$ cat src/rtl/fx3_transfer_scheduler.sv
// Schedules fixed-size FIFO-to-FX3 bursts: announces buffered data, paces FIFO reads
// against the FX3 read handshake, counts completed bursts and flags buffer errors.
module fx3_transfer_scheduler #(
    parameter int BURST_WORDS  = 8192,
    parameter int FILL_WIDTH   = 15,
    parameter int READ_LATENCY = 2
) (
    input  logic                  fx3_clock,
    input  logic                  reset,
    input  logic                  collectData,
    input  logic                  readData,
    input  logic [FILL_WIDTH-1:0] fifo_usedw,
    input  logic                  fifo_empty,
    input  logic                  fifo_full,
    output logic                  fifo_rdreq,
    output logic                  fifo_aclr,
    output logic                  dataAvailable,
    output logic                  isReading,
    output logic                  bufferError,
    output logic [15:0]           burstCount
);

    localparam int WORD_W = (BURST_WORDS > 2) ? $clog2(BURST_WORDS) : 1;
    localparam logic [WORD_W-1:0]   LAST_WORD = WORD_W'(BURST_WORDS - 1);
    // One extra bit so a burst size equal to 2**FILL_WIDTH still compares correctly.
    localparam logic [FILL_WIDTH:0] BURST_LVL = (FILL_WIDTH + 1)'(BURST_WORDS);

    typedef enum logic [2:0] {
        IDLE      = 3'd0,
        WAIT_FILL = 3'd1,
        LATENCY   = 3'd2,
        BURST     = 3'd3,
        GAP       = 3'd4
    } state_t;

    state_t              state_reg;
    logic [WORD_W-1:0]   word_cnt_reg;
    logic [3:0]          lat_cnt_reg;
    logic                rdreq_reg;
    logic                aclr_reg;
    logic                avail_reg;
    logic                reading_reg;
    logic                error_reg;
    logic [15:0]         burst_count_reg;
    logic                err_set;
    logic                fill_ok;

    assign fill_ok = ({1'b0, fifo_usedw} >= BURST_LVL);

    // Any error source seen while collecting; several at once still just set the flag.
    always_comb begin
        err_set = 1'b0;
        if (collectData && state_reg != IDLE) begin
            if (fifo_full)
                err_set = 1'b1;
            if (rdreq_reg && fifo_empty)
                err_set = 1'b1;
            if (state_reg == WAIT_FILL && readData && !avail_reg)
                err_set = 1'b1;
            if ((state_reg == LATENCY || state_reg == BURST) && !readData)
                err_set = 1'b1;
        end
    end

    always_ff @(posedge fx3_clock or posedge reset) begin
        if (reset) begin
            state_reg       <= IDLE;
            word_cnt_reg    <= '0;
            lat_cnt_reg     <= '0;
            rdreq_reg       <= 1'b0;
            aclr_reg        <= 1'b1;
            avail_reg       <= 1'b0;
            reading_reg     <= 1'b0;
            error_reg       <= 1'b0;
            burst_count_reg <= '0;
        end else begin
            if (err_set)
                error_reg <= 1'b1;

            if (state_reg != IDLE && !collectData) begin
                state_reg   <= IDLE;
                rdreq_reg   <= 1'b0;
                reading_reg <= 1'b0;
                avail_reg   <= 1'b0;
                aclr_reg    <= 1'b1;
            end else begin
                case (state_reg)
                    IDLE: begin
                        aclr_reg    <= 1'b1;
                        rdreq_reg   <= 1'b0;
                        reading_reg <= 1'b0;
                        avail_reg   <= 1'b0;
                        if (collectData) begin
                            state_reg       <= WAIT_FILL;
                            error_reg       <= 1'b0;
                            burst_count_reg <= '0;
                        end
                    end
                    WAIT_FILL: begin
                        aclr_reg <= 1'b0;
                        if (readData && avail_reg) begin
                            avail_reg    <= 1'b0;
                            word_cnt_reg <= '0;
                            if (READ_LATENCY == 0) begin
                                state_reg   <= BURST;
                                rdreq_reg   <= 1'b1;
                                reading_reg <= 1'b1;
                            end else begin
                                lat_cnt_reg <= 4'(READ_LATENCY);
                                state_reg   <= LATENCY;
                            end
                        end else begin
                            avail_reg <= fill_ok;
                        end
                    end
                    LATENCY: begin
                        if (!readData) begin
                            state_reg <= GAP;
                        end else begin
                            lat_cnt_reg <= lat_cnt_reg - 4'd1;
                            // Counter hits zero on this edge, so the first read is issued now.
                            if (lat_cnt_reg == 4'd1) begin
                                state_reg   <= BURST;
                                rdreq_reg   <= 1'b1;
                                reading_reg <= 1'b1;
                            end
                        end
                    end
                    BURST: begin
                        if (!readData) begin
                            rdreq_reg   <= 1'b0;
                            reading_reg <= 1'b0;
                            state_reg   <= GAP;
                        end else begin
                            word_cnt_reg <= word_cnt_reg + 1'b1;
                            if (word_cnt_reg == LAST_WORD) begin
                                rdreq_reg       <= 1'b0;
                                reading_reg     <= 1'b0;
                                burst_count_reg <= burst_count_reg + 16'd1;
                                state_reg       <= GAP;
                            end
                        end
                    end
                    GAP: begin
                        if (!readData)
                            state_reg <= WAIT_FILL;
                    end
                    default: state_reg <= IDLE;
                endcase
            end
        end
    end

    assign fifo_rdreq    = rdreq_reg;
    assign fifo_aclr     = aclr_reg;
    assign dataAvailable = avail_reg;
    assign isReading     = reading_reg;
    assign bufferError   = error_reg;
    assign burstCount    = burst_count_reg;

endmodule
$ cat config.mk
export PLATFORM = sky130hd
export DESIGN_NAME = fx3_transfer_scheduler
export DESIGN_NICKNAME = d
export VERILOG_FILES = /design/src/rtl/fx3_transfer_scheduler.sv
export SDC_FILE = /design/constraint.sdc
export NUM_CORES = 1
export LEC_CHECK = 0
export BUFFER_PORTS_ARGS = -buffer_cell sky130_fd_sc_hd__buf_4
export CORE_MARGIN = 8
export CORE_UTILIZATION = 55
export DETAILED_ROUTE_END_ITERATION = 8
export HOLD_SLACK_MARGIN = 0.15
export PLACE_DENSITY = 0.87
export SLEW_MARGIN = 30
export SYNTH_ARGS = -nofsm -noshare
export SYNTH_HDL_FRONTEND = slang
export SYNTH_SLANG_ARGS = --single-unit
$ cat constraint.sdc
create_clock -name fx3_clock -period 3.8 [get_ports fx3_clock]
set_input_delay 0 -clock fx3_clock [delete_from_list [all_inputs] [get_ports fx3_clock]]
set_output_delay 0 -clock fx3_clock [all_outputs]
set_load 0.02 [all_outputs]
==> run_results.csv <==
group,metric,value,unit
outcome,status,"complete, no violations",
clock_tree,cts_buffer_depth,2,
drt,via_per_inst,5.817,
sta,relSlewSlack,52.98,%
synth,syn_nets,280,
setup_path,path_buf_inv,0,
grt,grt_pass1_wl,8763,um
drt,vias,1966,
finish,syn2layout_area_growth,16.83,%
placement,dpl.hpwl,3552,um
clock_tree,root_buffer,"clkbuf_8",
sta,final-max-slew-violation-count,0,
placement,dp.cells,324,
power,p_total,1.043,mW
synth,synth_ff_type,"dfrtp_1",
power,cellPowerDensity,393.9,mW/mm2
finish,largest_register_ffs,16,
synth,synth_compound_area_share,18.38,%
flow_run,drv_cap,0,
setup_path,worst-path-max-fanout,16,
drt,drt-initial-drc-count,128,
synth,synth.most_common_cell,"dfrtp_1",
sta,setup_tns,0,ns
clock_tree,cts_buffers,5,
finish,fin_util,66.70,%
grt,antenna_found_initial,0,
floorplanning,die_w,80.21,um
clock_tree,h-tree-depth,2,
synth,syn-instance-count,255,
drt,ant_nets,0,
power,ir_drop,241.8,uV
setup_path,crit_slowest_cell,"nor2_1",
floorplanning,fp-row-count,23,
synth,yosys-top-cells-area,"dfrtp_1 43%, o21ai_0 4.4%, nor2_1 4.0%, nand2_1 3.6%, nand3_1 3.5%",
synth,synth_common_cells,"39 x dfrtp_1, 24 x nor2_1, 22 x nand2_1, 20 x o21ai_0, 16 x nand3_1",
setup_path,path_class,"reg2reg",
sta,hold_viol,0,
setup_path,cp-start-kind,"flop",
synth,yosysUniqueCellTypes,50,
sta,finalCritPeriodShare,62.57,%
sta,finalSetupViolCount,0,
sta,layout_min_cycle_time,2.378,ns
worst_hold_path,hold_path.class,"in2reg",
power,p_leak,1.212,nW
synth,synth_mux_area_share,2.704,%
sta,max_clock_freq,420.6,MHz
synth,synthSimpleGateAreaFrac,24.94,%
synth,synth.cell_area,0.002267,mm2
floorplanning,die_y,80.21,um
grt,grt_usage,16.94,%
grt,grt_max_degree,41,
setup_path,cp_data_required_time,3.97,ns
sta,worst_slew_pin_slew,0.7030,ns
synth,synth-edff-count,0,
finish,fin_cells,338,
setup_path,cpMostUsedCell,"nor2_1",
drt,wl_per_cell,14.55,um
floorplanning,core,0.003971,mm2
finish,n_fill_cell,342,
finish,drive_gt1_share,17.01,%
clock_tree,postCtsSetupBuffers,0,
grt,overflow,0,
setup_path,critPathTopFamily,"simple AND/OR/NAND/NOR gates",
sta,finalClockSkew,0.004851,ns
clock_tree,clk_latency,0.29,ns
setup_path,max_stage_delay,0.67,ns
clock_tree,tritoncts,"built",
floorplanning,die-area,0.006433,mm2
drt,totalWireLength,4919,um
synth,yosys.area_share.adder,2.208,%
synth,avgSynthCellArea,8.891,um2
synth,async_reset_ff_share,100.0,%
finish,diodes,0,
synth,synth_top_family_by_area,"simple AND/OR/NAND/NOR gates",
placement,routabilityCongestion,0.8184,
clock_tree,clkTransAtPathRegs,0.07,ns
grt,grt_pass1_vias,1976,
finish,nets,312,
synth,ys_seq_area_share,44.21,%
floorplanning,start_util,57.09,%
synth,synth-seq-cells,40,
setup_path,arrival,2.54,ns
synth,ys.warnings.count,0,
synth,synthXorXnorAreaFrac,3.091,%
sta,rsz0062_at_grt,"false",
synth,post-synth-top-area-cell,"dfrtp_1",
setup_path,cp_cell_sequence,"nor2_1, nand4b_1, nor2_1, or3_1, o21ai_0",
floorplanning,io_pins,42,
setup_path,critPathCaptureType,"flop",
synth,netlist.area_leader.share,43.05,%
clock_tree,cts_num_sinks,40,
drt,firstDrtPassIters,4,
drt,drcViolationCount,0,
clock_tree,cts-resized-gates,0,
placement,port_buffers,28,
==> logic make-up after synthesis <==
family	after synthesis
simple gates	106
compound gates	68
flops	40
buf+inv	23
xor+xnor	8
mux	6
fa+ha+maj	4
==> timing repair <==
item,4_1_cts,5_1_grt
hold endpoints to repair,44,0
setup endpoints to repair,0,0
hold buffers,6,0
==> stage by stage <==
stage	worst slack (ns)	cell area (um2)	hold WS, ns
2_1_floorplan	1.867	2267	0.2170
6_report	1.422	2649	0.2862
4_1_cts	1.418	2649	0.2653
3_3_place_gp	1.467	2499	0.1646
3_5_place_dp	1.443	2499	0.1611
5_1_grt	1.144	2649	0.2976
==> cell type report <==
type	count	area (um2)	area share, %
clock buffer	8	90.09	3.401
timing repair buffer	36	285.3	10.77
inverter	12	45.04	1.701
tap	50	62.56	2.362
sequential	40	1002	37.84
multi-input combinational	192	1164	43.93
==> power by group <==
group	total [mW]	switching [mW]	internal (mW)	leakage, nW
Sequential	0.524	0.0556	0.469	0.544
Combinational	0.236	0.128	0.108	0.622
Clock	0.283	0.135	0.148	0.0455
==> worst paths after layout <==
check / slack, ns / to / from / cells past startpoint
hold reg to reg: 0.50 / word_cnt_reg[11] / word_cnt_reg[11] / 1
setup / recovery: 1.42 / lat_cnt_reg[0] / state_reg[1] / 5
min in group asynchronous: 0.39 / burstCount[5] / reset / 4
max in group asynchronous: 3.04 / fifo_aclr / reset / 4
setup reg to reg: 1.42 / lat_cnt_reg[0] / state_reg[1] / 5
hold / removal: 0.29 / state_reg[0] / readData / 4
==> routing by layer <==
metal	wire, um	global-route usage [%]
met1	2229	19.44
met2	2379	28.94
met3	230	4.464
met4	79	7.273
met5	0	0
==> worst register-to-register path, cell delays in order, from the launching register on <==
cell	delay, ns
dfrtp_1	0.62
nor2_1	0.13
nand4b_1	0.58
nor2_1	0.67
or3_1	0.19
o21ai_0	0.08
==> cell usage in the layout (no fill, tap or decap), types with 6 or more instances in the layout <==
cell type and count:
dfrtp_1 39, buf_4 30, nor2_1 24, nand2_1 22
o21ai_0 20, nand3_1 16, a21oi_1 15, inv_1 11
nor3_1 9, o21ai_1 8, a21o_1 8, clkbuf_8 6
dlygate4sd3_1 6
(Power assumes the default switching activity.)
